==> src/rtl/vec3_serializer_pkg.sv <==
// Shared types and constants for the vec3 float serializer.
package vec3_serializer_pkg;

  localparam int unsigned DefWidth      = 32;
  localparam int unsigned VecCountWidth = 16;

  localparam logic [1:0] LANE_X = 2'd0;
  localparam logic [1:0] LANE_Y = 2'd1;
  localparam logic [1:0] LANE_Z = 2'd2;

  typedef enum logic [1:0] {
    StIdle = 2'd0,
    StX    = 2'd1,
    StY    = 2'd2,
    StZ    = 2'd3
  } state_e;

  function automatic logic [1:0] state_lane(state_e st);
    logic [1:0] lane;
    unique case (st)
      StY:     lane = LANE_Y;
      StZ:     lane = LANE_Z;
      default: lane = LANE_X;
    endcase
    return lane;
  endfunction

endpackage

==> src/rtl/vec3_serializer_if.sv <==
// Producer-side handshake plus lane-serial output bus of the vec3 serializer.
interface vec3_serializer_if #(
  parameter int unsigned WIDTH = vec3_serializer_pkg::DefWidth
);
  logic                                         in_valid;
  logic                                         in_ready;
  logic [3*WIDTH-1:0]                           in_v1;
  logic [3*WIDTH-1:0]                           in_v2;
  logic                                         out_valid;
  logic                                         out_first;
  logic                                         out_last;
  logic [1:0]                                   out_lane;
  logic [WIDTH-1:0]                             out_v1;
  logic [WIDTH-1:0]                             out_v2;
  logic [vec3_serializer_pkg::VecCountWidth-1:0] vec_count;

  modport master (
    output in_valid, in_v1, in_v2,
    input  in_ready, out_valid, out_first, out_last, out_lane, out_v1, out_v2, vec_count
  );

  modport slave (
    input  in_valid, in_v1, in_v2,
    output in_ready, out_valid, out_first, out_last, out_lane, out_v1, out_v2, vec_count
  );
endinterface

==> src/rtl/vec3_serializer_vec_fifo.sv <==
// Circular buffer of vector pairs; exposes the head and the entry behind it.
module vec_fifo #(
  parameter int unsigned Width = 192,
  parameter int unsigned Depth = 2
) (
  input  logic                     clk_i,
  input  logic                     rst_ni,
  input  logic                     push_i,
  input  logic [Width-1:0]         wdata_i,
  input  logic                     pop_i,
  output logic [Width-1:0]         head_o,
  output logic [Width-1:0]         next_o,
  output logic                     full_o,
  output logic                     empty_o,
  output logic [$clog2(Depth):0]   count_o
);
  localparam int unsigned PtrW = $clog2(Depth);
  localparam int unsigned CntW = PtrW + 1;

  logic [Width-1:0] mem_q [Depth];
  logic [PtrW-1:0]  wr_ptr_q, wr_ptr_d, rd_ptr_q, rd_ptr_d, rd_next;
  logic [CntW-1:0]  count_q, count_d;

  // Power-of-two depth lets the pointers wrap by overflow.
  assign rd_next = rd_ptr_q + PtrW'(1);

  always_comb begin
    wr_ptr_d = push_i ? wr_ptr_q + PtrW'(1) : wr_ptr_q;
    rd_ptr_d = pop_i ? rd_next : rd_ptr_q;
    count_d  = count_q + CntW'(push_i) - CntW'(pop_i);
  end

  always_ff @(posedge clk_i or negedge rst_ni) begin
    if (!rst_ni) begin
      wr_ptr_q <= '0;
      rd_ptr_q <= '0;
      count_q  <= '0;
    end else begin
      wr_ptr_q <= wr_ptr_d;
      rd_ptr_q <= rd_ptr_d;
      count_q  <= count_d;
    end
  end

  always_ff @(posedge clk_i) begin
    if (push_i) mem_q[wr_ptr_q] <= wdata_i;
  end

  assign head_o  = mem_q[rd_ptr_q];
  assign next_o  = mem_q[rd_next];
  assign full_o  = (count_q == CntW'(Depth));
  assign empty_o = (count_q == '0);
  assign count_o = count_q;

endmodule

==> src/rtl/vec3_serializer.sv <==
// Buffers vec3 pairs and emits them one component per enabled cycle (x, y, z).
module vec3_serializer
  import vec3_serializer_pkg::*;
#(
  parameter int unsigned WIDTH = DefWidth,
  parameter int unsigned DEPTH = 2
) (
  input logic               clock,
  input logic               aclr_n,
  input logic               clk_en,
  vec3_serializer_if.slave  bus
);
  localparam int unsigned EntryW = 6 * WIDTH;
  localparam int unsigned CntW   = $clog2(DEPTH) + 1;

  state_e              state_q, state_d;
  logic                push, pop, full, empty;
  logic [CntW-1:0]     count;
  logic [EntryW-1:0]   wdata, head, next_entry, head_sel;

  logic                out_valid_q, out_valid_d;
  logic                out_first_q, out_first_d;
  logic                out_last_q, out_last_d;
  logic [1:0]          out_lane_q, out_lane_d;
  logic [WIDTH-1:0]    out_v1_q, out_v1_d, out_v2_q, out_v2_d;
  logic [VecCountWidth-1:0] vec_count_q, vec_count_d;

  assign wdata        = {bus.in_v2, bus.in_v1};
  assign bus.in_ready = ~full;
  assign push         = clk_en & bus.in_valid & ~full;
  assign pop          = clk_en & (state_q == StZ);

  vec_fifo #(
    .Width (EntryW),
    .Depth (DEPTH)
  ) u_fifo (
    .clk_i   (clock),
    .rst_ni  (aclr_n),
    .push_i  (push),
    .wdata_i (wdata),
    .pop_i   (pop),
    .head_o  (head),
    .next_o  (next_entry),
    .full_o  (full),
    .empty_o (empty),
    .count_o (count)
  );

  always_comb begin
    state_d = state_q;
    unique case (state_q)
      StIdle:  if (!empty) state_d = StX;
      StX:     state_d = StY;
      StY:     state_d = StZ;
      StZ:     state_d = (count > CntW'(1) || push) ? StX : StIdle;
      default: state_d = StIdle;
    endcase
    if (!clk_en) state_d = state_q;
  end

  // Entry that will be at the head after this edge; on a pop it is either
  // the one queued behind the head or the entry being pushed right now.
  always_comb begin
    head_sel = head;
    if (state_q == StZ) head_sel = (count > CntW'(1)) ? next_entry : wdata;
  end

  always_comb begin
    int unsigned off;
    out_valid_d = (state_d != StIdle);
    out_lane_d  = out_valid_d ? state_lane(state_d) : LANE_X;
    out_first_d = out_valid_d && (out_lane_d == LANE_X);
    out_last_d  = out_valid_d && (out_lane_d == LANE_Z);
    off         = 32'(out_lane_d) * WIDTH;
    out_v1_d    = out_valid_d ? head_sel[off +: WIDTH] : '0;
    out_v2_d    = out_valid_d ? head_sel[3*WIDTH + off +: WIDTH] : '0;
    vec_count_d = pop ? vec_count_q + VecCountWidth'(1) : vec_count_q;
  end

  always_ff @(posedge clock or negedge aclr_n) begin
    if (!aclr_n) begin
      state_q     <= StIdle;
      out_valid_q <= 1'b0;
      out_first_q <= 1'b0;
      out_last_q  <= 1'b0;
      out_lane_q  <= LANE_X;
      out_v1_q    <= '0;
      out_v2_q    <= '0;
      vec_count_q <= '0;
    end else if (clk_en) begin
      state_q     <= state_d;
      out_valid_q <= out_valid_d;
      out_first_q <= out_first_d;
      out_last_q  <= out_last_d;
      out_lane_q  <= out_lane_d;
      out_v1_q    <= out_v1_d;
      out_v2_q    <= out_v2_d;
      vec_count_q <= vec_count_d;
    end
  end

  assign bus.out_valid = out_valid_q;
  assign bus.out_first = out_first_q;
  assign bus.out_last  = out_last_q;
  assign bus.out_lane  = out_lane_q;
  assign bus.out_v1    = out_v1_q;
  assign bus.out_v2    = out_v2_q;
  assign bus.vec_count = vec_count_q;

endmodule
==> src/flat_wrapper.sv <==
// flat-port wrapper written by rule: the top's interface ports become plain ports
module vec3_serializer_flat import vec3_serializer_pkg::*;
#(
  parameter int unsigned WIDTH = DefWidth,
  parameter int unsigned DEPTH = 2
)
  (clock, aclr_n, clk_en, bus_in_valid, bus_in_v1, bus_in_v2, bus_in_ready, bus_out_valid, bus_out_first, bus_out_last, bus_out_lane, bus_out_v1, bus_out_v2, bus_vec_count);
  vec3_serializer_if #(.WIDTH(WIDTH)) bus_i ();
  input logic clock;
  input logic aclr_n;
  input logic clk_en;
  input wire logic [$bits(bus_i.in_valid)-1:0] bus_in_valid;
  input wire logic [$bits(bus_i.in_v1)-1:0] bus_in_v1;
  input wire logic [$bits(bus_i.in_v2)-1:0] bus_in_v2;
  output wire logic [$bits(bus_i.in_ready)-1:0] bus_in_ready;
  output wire logic [$bits(bus_i.out_valid)-1:0] bus_out_valid;
  output wire logic [$bits(bus_i.out_first)-1:0] bus_out_first;
  output wire logic [$bits(bus_i.out_last)-1:0] bus_out_last;
  output wire logic [$bits(bus_i.out_lane)-1:0] bus_out_lane;
  output wire logic [$bits(bus_i.out_v1)-1:0] bus_out_v1;
  output wire logic [$bits(bus_i.out_v2)-1:0] bus_out_v2;
  output wire logic [$bits(bus_i.vec_count)-1:0] bus_vec_count;
  assign bus_i.in_valid = bus_in_valid;
  assign bus_i.in_v1 = bus_in_v1;
  assign bus_i.in_v2 = bus_in_v2;
  assign bus_in_ready = bus_i.in_ready;
  assign bus_out_valid = bus_i.out_valid;
  assign bus_out_first = bus_i.out_first;
  assign bus_out_last = bus_i.out_last;
  assign bus_out_lane = bus_i.out_lane;
  assign bus_out_v1 = bus_i.out_v1;
  assign bus_out_v2 = bus_i.out_v2;
  assign bus_vec_count = bus_i.vec_count;
  vec3_serializer #(.WIDTH(WIDTH), .DEPTH(DEPTH)) u_core (.clock(clock), .aclr_n(aclr_n), .clk_en(clk_en), .bus(bus_i));
endmodule
==> config.mk <==
export PLATFORM = sky130hd
export DESIGN_NAME = vec3_serializer_flat
export DESIGN_NICKNAME = d
export VERILOG_FILES = /design/src/rtl/vec3_serializer_pkg.sv /design/src/rtl/vec3_serializer_if.sv /design/src/rtl/vec3_serializer_vec_fifo.sv /design/src/rtl/vec3_serializer.sv /design/src/flat_wrapper.sv
export SDC_FILE = /design/constraint.sdc
export NUM_CORES = 1
export LEC_CHECK = 0
export CORE_ASPECT_RATIO = 1.4
export CORE_UTILIZATION = 51
export CTS_CLUSTER_DIAMETER = 30
export DETAILED_ROUTE_END_ITERATION = 8
export PLACE_DENSITY = 0.79
export SETUP_SLACK_MARGIN = 0.05
export SLEW_MARGIN = 10
export SYNTH_ARGS = -nofsm -noshare
export SYNTH_HDL_FRONTEND = slang
export SYNTH_SLANG_ARGS = --single-unit
==> constraint.sdc <==
create_clock -name clock -period 9.5 [get_ports clock]
set_clock_uncertainty 0.05 [all_clocks]
set_input_delay 2.375 -clock clock [delete_from_list [all_inputs] [get_ports clock]]
set_output_delay 2.375 -clock clock [all_outputs]
set_load 0.005 [all_outputs]
==> results of run 1 <==
-- cells in the mapped netlist (63+ instances only) --
| cell type | instances |
|---|---|
| edfxtp_1 | 384 |
| nand3_1 | 133 |
| a21oi_1 | 130 |
| dfrtp_1 | 91 |
| clkbuf_1 | 105 |
| o32ai_1 | 63 |
| nand4_1 | 67 |
| inv_1 | 74 |
| nor2_1 | 72 |
| o21ai_0 | 252 |
| nand2_1 | 143 |
| mux2i_1 | 256 |
| a211oi_1 | 63 |
-- per-stage QoR --
| step | instances | setup TNS [ns] | util (%) |
|---|---|---|---|
| final | 2869 | 0 | 65.5 |
| after floorplan | 2016 | -761.31 | - |
| after detailed placement | 2708 | 0 | 59.0 |
| after global placement | 2708 | 0 | 59.0 |
| after global routing | 2868 | 0 | 65.5 |
| after CTS | 2859 | 0 | 65.4 |
-- flip-flops by register name, indices dropped and copies added (netlist names), 2 cells and up --
register / flops
u_core.bus.out_v2: 32
u_core.state_q: 2
u_core.bus.out_lane: 2
u_core.u_fifo.count_o: 2
u_core.bus.out_v1: 32
u_core.u_fifo.mem_q: 384
u_core.bus.vec_count: 16
-- logic make-up (layout without fill, tap and decap cells) --
family | after synthesis | in the layout | share of synthesized area (%)
compound gates | 526 | 526 | 13.5
fa+ha+maj | 5 | 5 | 0.271
other cells | 0 | 10 | 0
buf+inv | 244 | 529 | 4.38
simple gates | 491 | 491 | 10.1
flops | 475 | 475 | 59.9
xor+xnor | 19 | 19 | 0.722
mux | 256 | 256 | 11.1
-- final cells by class --
type	count	share of cell area [%]
repair buffers	304	10.3
diodes	10	0.0863
well taps	558	2.41
clock inverters	56	2.46
clock buffers	95	7.45
flip-flops and latches	475	47.6
multi-input cells	1297	28.7
inverters	74	0.957
-- critical path, cell delays in order, from the launching register on --
cell             delay [ns]
dfrtp_4                0.82
nand2b_1               0.20
clkdlybuf4s50_1        0.58
-- layout by cell type (no fill, tap or decap), types with 3 or more instances in the layout --
master	count
a211oi_1	63
a21oi_1	129
and3_1	4
buf_4	24
bufinv_16	13
clkbuf_1	8
clkbuf_16	83
clkbuf_8	4
clkdlybuf4s50_1	279
clkinv_1	5
clkinv_2	12
clkinv_4	6
clkinvlp_4	10
dfrtp_1	89
diode_2	10
edfxtp_1	384
ha_1	4
inv_1	74
inv_6	6
mux2i_1	256
nand2_1	143
nand3_1	133
nand4_1	67
nor2_1	69
nor2_4	3
nor2b_4	3
nor3_1	55
nor3_2	9
o21ai_0	252
o21ai_1	7
o32ai_1	63
xnor2_1	16
xor2_1	3
-- power by group --
part,leakage [nW],total [mW],switching (mW),internal [mW]
clock,1.38,3.05,1.06,2.00
sequential,4.66,3.01,0.347,2.67
combinational,4.51,3.38,2.07,1.30
total,10.6,9.45,3.48,5.97
-- routing by layer --
metal	track usage (%)	up-vias
met4	15.4	6
met3	5.43	174
met1	34.5	8829
met2	48.5	1002
li1	-	8086
met5	0	-
-- worst paths after layout --
kind | from | endpoint | cells after the start | slack [ns]
worst max-delay path | u_core.u_fifo.count_o[1] | bus_in_ready | 2 | 4.86
worst min-delay path | u_core.bus.vec_count[15] | u_core.bus.vec_count[15] | 1 | 0.44
worst max register to register | u_core.u_fifo.rd_ptr_q | u_core.bus.out_v1[29] | 6 | 5.03
worst min register to register | u_core.bus.vec_count[15] | u_core.bus.vec_count[15] | 1 | 0.44
max in group asynchronous | aclr_n | u_core.u_fifo.count_o[1] | 2 | 6.31
min in group asynchronous | aclr_n | u_core.bus.out_v1[24] | 1 | 1.78
==> results by group, run 1 <==
Critical path
  – Startpoint Class: flip-flop
  – Worst setup EP type: output pin
  – Kind of critical path: reg2out
  – CP Max Fanout: 58
  – Arrival time worst endpoint: 2.22 ns
  – WP data required: 7.08 ns

Timing
  – Hold Fails Final Rpt: 0
  – PnR worst setup slack: 4.86 ns
  – Final worst path period need: 4.64 ns
  – Max Freq: 0.215 GHz
  – Worst-Margin Slew: 1.24 ns
  – # setup viols final: 0
  – RSZ-0062 raised after global routing: false
  – Fin Hold WS: 0.436 ns
  – Pins Over Slew Limit: 0
  – Final Cycle Share: 48.9%
  – Worst slew margin: 17.4%

Power and ir drop
  – Pwr/cell area: 326 mW/mm^2
  – Pwr Total: 9.45 mW
  – Leak: 10.6 nW
  – Worst VDD drop: 0.212 mV

CTS
  – Cells resized by post-CTS repair: 0
  – Hold buffers post-CTS: 0
  – Total setup buffers inserted after CTS: 0
  – Clk slew on worst S/H paths: 0.05 ns
  – Deepest clock path buffer count: 3
  – Clock sink count: 475
  – H-tree lvl count: 3
  – Worst skew pair latency: 0.62 ns
  – Root buf cell: clkbuf_16
  – TritonCTS clock tree: built
  – CTS Buf Count: 81

Floorplanning
  – Total core area: 0.0443 mm^2
  – Initial Util: 52.0%
  – Die Y: 254 um
  – Die X: 182 um
  – IO Count: 282
  – Core Rows: 91
  – Die ar.: 0.0461 mm^2

Place
  – DP Worst Slack: 4.39 ns
  – Placed cell areas: 0.0261 mm^2
  – Post-DP HPWL: 37.1 mm
  – I/O Buffers: 281
  – RD Place Congestion: 0.812

Cells and area
  – Area of the multi-input gates: 0.00833 mm^2
  – Design area: 0.0290 mm^2
  – Nets@finish: 2434
  – Share of layout cells above drive strength 1: 8.17%
  – Area Growth Syn to Fin: 25.9%
  – FILL cells: 3115
  – FF+latch area: 0.0138 mm^2

Route
  – DRT Pass-1 Iters: 9
  – Vias post-DR: 18.1k
  – DR WL/cell: 23.1 um
  – Drt drc: 0
  – Iteration-0 DRC count of the detailed router: 1835
  – Via/cell ratio: 6.31
  – M1 wire length: 24.9 mm
  – DR WL met3: 5.50 mm
  – Highest metal layer with signal wires: met5
  – Met2 wire len: 33.2 mm
  – DRT Wirelength: 66.3 mm
  – ANT nets after route: 0

Run
  – Max-Cap Viols: 0

Synthesis
  – Library cells used by synthesis: 38
  – Syn Area/Cell: 11.4 um^2
  – Syn. warnings: 0
  – Seq cells post-synth: 475
  – Sequential share of the synthesized area: 59.9%
  – Post-Syn Instances: 2016
  – Synthesized area: 0.0230 mm^2
  – Top cell type's share of synthesized area: 50.0%
  – Post-synth top area cell: edfxtp_1
  – Main area contributors after synthesis: edfxtp_1 (50%), mux2i_1 (11%), dfrtp_1 (9.9%), o21ai_0 (5.5%), nand3_1 (2.9%)
  – Syn Nets: 2217
  – Number of synthesized flops with an enable pin: 384
  – Ys async rst share: 19.2%
  – Predominant post-synthesis flop cell: edfxtp_1

GRT
  – Largest net degree at the start of global routing: 203
  – Number of global-route vias before repair: 18.6k
  – Global-route wire length before repair: 102 mm
  – Antenna violations before repair: 12
  – Total track usage: 28.6%
  – GR Overflow Total: 0

Run status
  – Outcome: complete, no violations

Hold path
  – HP Class: reg2reg
No activity file was read; power rests on OpenSTA's default activity.
==> run 2: changes to the inputs <==
CORE_UTILIZATION = 55   (was 51)
PLACE_DENSITY = 0.81   (was 0.79)
clock period = 4.5 ns   (was 9.5 ns; I/O delays follow)
==> results by group, run 2 (same netlist as run 1, synthesis figures left out) <==
Route
  – Iteration-0 DRC count of the detailed router: 1889 (+2.9%)
  – DRT Pass-1 Iters: 6 (-3)
  – Drt drc: 0 (unchanged)
  – Vias post-DR: 18.0k (-0.66%)
  – ANT nets after route: 0 (unchanged)
  – DR WL/cell: 22.7 um (-1.8%)
  – Via/cell ratio: 6.33 (+0.28%)
  – DRT Wirelength: 64.5 mm (-2.7%)

Timing
  – Hold Fails Final Rpt: 0 (unchanged)
  – Pins Over Slew Limit: 0 (unchanged)
  – Max Freq: 0.286 GHz
  – Worst-Margin Slew: 1.20 ns (-0.0365 ns)
  – RSZ-0062 raised after global routing: false
  – Setup TNS: 0 ns (unchanged)
  – Final Cycle Share: 77.7%
  – Final worst path period need: 3.49 ns
  – # setup viols final: 0 (unchanged)
  – Worst slew margin: 19.9% (+2.4 points)

Floorplanning
  – Die Y: 244 um (-3.7%)
  – Die ar.: 0.0427 mm^2 (-7.2%)
  – Core Rows: 88 (-3.3%)
  – IO Count: 282 (unchanged)
  – Initial Util: 55.8% (+3.8 points)
  – Die X: 175 um (-3.7%)
  – Total core area: 0.0413 mm^2 (-6.8%)

CTS
  – Deepest clock path buffer count: 3 (unchanged)
  – Clock sink count: 475 (unchanged)
  – H-tree lvl count: 3 (unchanged)
  – Root buf cell: clkbuf_16
  – CTS Buf Count: 76 (-6.2%)
  – Hold buffers post-CTS: 0 (unchanged)
  – Worst skew pair latency: 0.59 ns (-0.03 ns)
  – Total setup buffers inserted after CTS: 0 (unchanged)
  – Clk slew on worst S/H paths: 0.05 ns (about the same)
  – Cells resized by post-CTS repair: 0 (unchanged)
  – TritonCTS clock tree: built

Place
  – I/O Buffers: 281 (unchanged)
  – Post-DP HPWL: 36.8 mm (-0.68%)
  – Placed Cells: 2695 (-0.48%)
  – RD Place Congestion: 0.799 (-1.6%)

Critical path
  – Kind of critical path: reg2out
  – CP peak stage delay: 0.89 ns (+0.07 ns)
  – CP cell instances: nand2b_1 -> clkdlybuf4s50_1
  – Arrival time worst endpoint: 2.32 ns (+0.10 ns)
  – CP Max Fanout: 62 (+6.9%)
  – CP max stage cell: dfrtp_4
  – WP data required: 3.32 ns (-3.76 ns)
  – Startpoint Class: flip-flop
  – Worst setup EP type: output pin

Cells and area
  – Nets@finish: 2434 (unchanged)
  – Largest register FFs: 384 (unchanged)
  – Utilization after layout: 70.2% (+4.7 points)
  – Commonest non-fill, non-tap cell in the layout: edfxtp_1
  – Area Growth Syn to Fin: 25.7%
  – Share of layout cells above drive strength 1: 8.05% (-0.12 points)
  – Most frequent cells in the layout: edfxtp_1 (384), clkdlybuf4s50_1 (279), mux2i_1 (256), o21ai_0 (252), nand2_1 (143)
  – Final Non-Filler Cells: 2842 (-0.94%)
  – Biggest register: u_core.u_fifo.mem_q

Hold path
  – HP Class: reg2reg

Power and ir drop
  – Leak: 10.6 nW (about the same)
  – Worst VDD drop: 0.514 mV (+140%)
  – Share of total power in combinational logic: 37.1% (+1.3 points)
  – Psw: 7.20 mW (+110%)
  – Pwr/cell area: 680 mW/mm^2 (+110%)
  – Register share of total power: 31.9% (about the same)
  – Net Sw Frac: 36.6% (-0.25 points)
  – Power share of the clock group: 31.0% (-1.3 points)
  – Pint: 12.5 mW (+110%)

Run status
  – Outcome: complete, no violations

GRT
  – Total track usage: 29.9% (+1.3 points)
  – Antenna violations before repair: 6 (-6)
  – Number of global-route vias before repair: 18.4k (-0.89%)
  – GR Overflow Total: 0 (unchanged)
  – Largest net degree at the start of global routing: 151 (-26%)
  – Global-route wire length before repair: 99.1 mm (-2.5%)

Run
  – Max-Cap Viols: 0 (unchanged)
## run 2: cell count changes in the layout (fill, tap and decap cells not counted), moves of 3 or more
cell,previous run,this run
clkbuf_1,8,11
diode_2,10,5
buf_12,1,10
bufinv_16,13,10
inv_6,6,9
clkinvlp_4,10,4
clkinv_1,5,2
buf_4,24,20
clkbuf_8,4,8
## run 2: worst paths after layout
kind / cells past startpoint / endpoint / from / slack, ns
max: 2 / bus_in_ready / u_core.u_fifo.count_o[1] / 1.01
min: 1 / u_core.bus.vec_count[15] / u_core.bus.vec_count[15] / 0.44
max reg2reg: 6 / u_core.bus.out_v1[18] / u_core.state_q[0] / 1.07
min reg2reg: 1 / u_core.bus.vec_count[15] / u_core.bus.vec_count[15] / 0.44
max in group asynchronous: 2 / u_core.bus.out_v1[1] / aclr_n / 3.04
min in group asynchronous: 1 / u_core.bus.vec_count[13] / aclr_n / 0.59
## run 2: final cells by class
cell class                 instances  area, um^2
clock buffer                     100        2180
multi-input combinational       1297        8340
timing repair buffer             309        3140
fill                            2773       12300
antenna                            5        12.5
clock inverter                    42         538
sequential                       475       13800
inverter                          74         278
tap                              540         676
## run 2: per-layer routing
layer | track usage (%) | part of all wire (%) | vias to the layer above
met2 | 52.2 | 50 | 934
met5 | 0 | 0.019 | -
li1 | - | - | 8077
met3 | 4.24 | 7.4 | 200
met1 | 35.3 | 37 | 8764
met4 | 16.7 | 4.8 | 2
## run 2: per-stage QoR
step	setup WS, ns	total power [mW]	hold slack [ns]	instance area [um^2]
after global routing	0.763	20.6	0.461	29000
after CTS	0.990	19.7	0.439	29000
after global placement	1.07	13.3	0.428	26300
after detailed placement	0.966	13.5	0.433	26300
after floorplan	-0.179	11.0	0.418	23100
final	1.01	19.7	0.441	29000
## run 2: power by group through the flow
stage,combinational (mW),sequential (mW),clock [mW]
2_1_floorplan,4.88,6.08,0
3_3_place_gp,7.03,6.29,0
3_5_place_dp,7.21,6.33,0
4_1_cts,7.27,6.27,6.16
5_1_grt,7.88,6.35,6.36
6_report,7.31,6.29,6.11
## run 2: critical path, delay by kind of cell, from the launching register on
kind	cells	cell delay [ns]
simple gates	1	0.32
flops	1	0.89
buf+inv	1	0.52
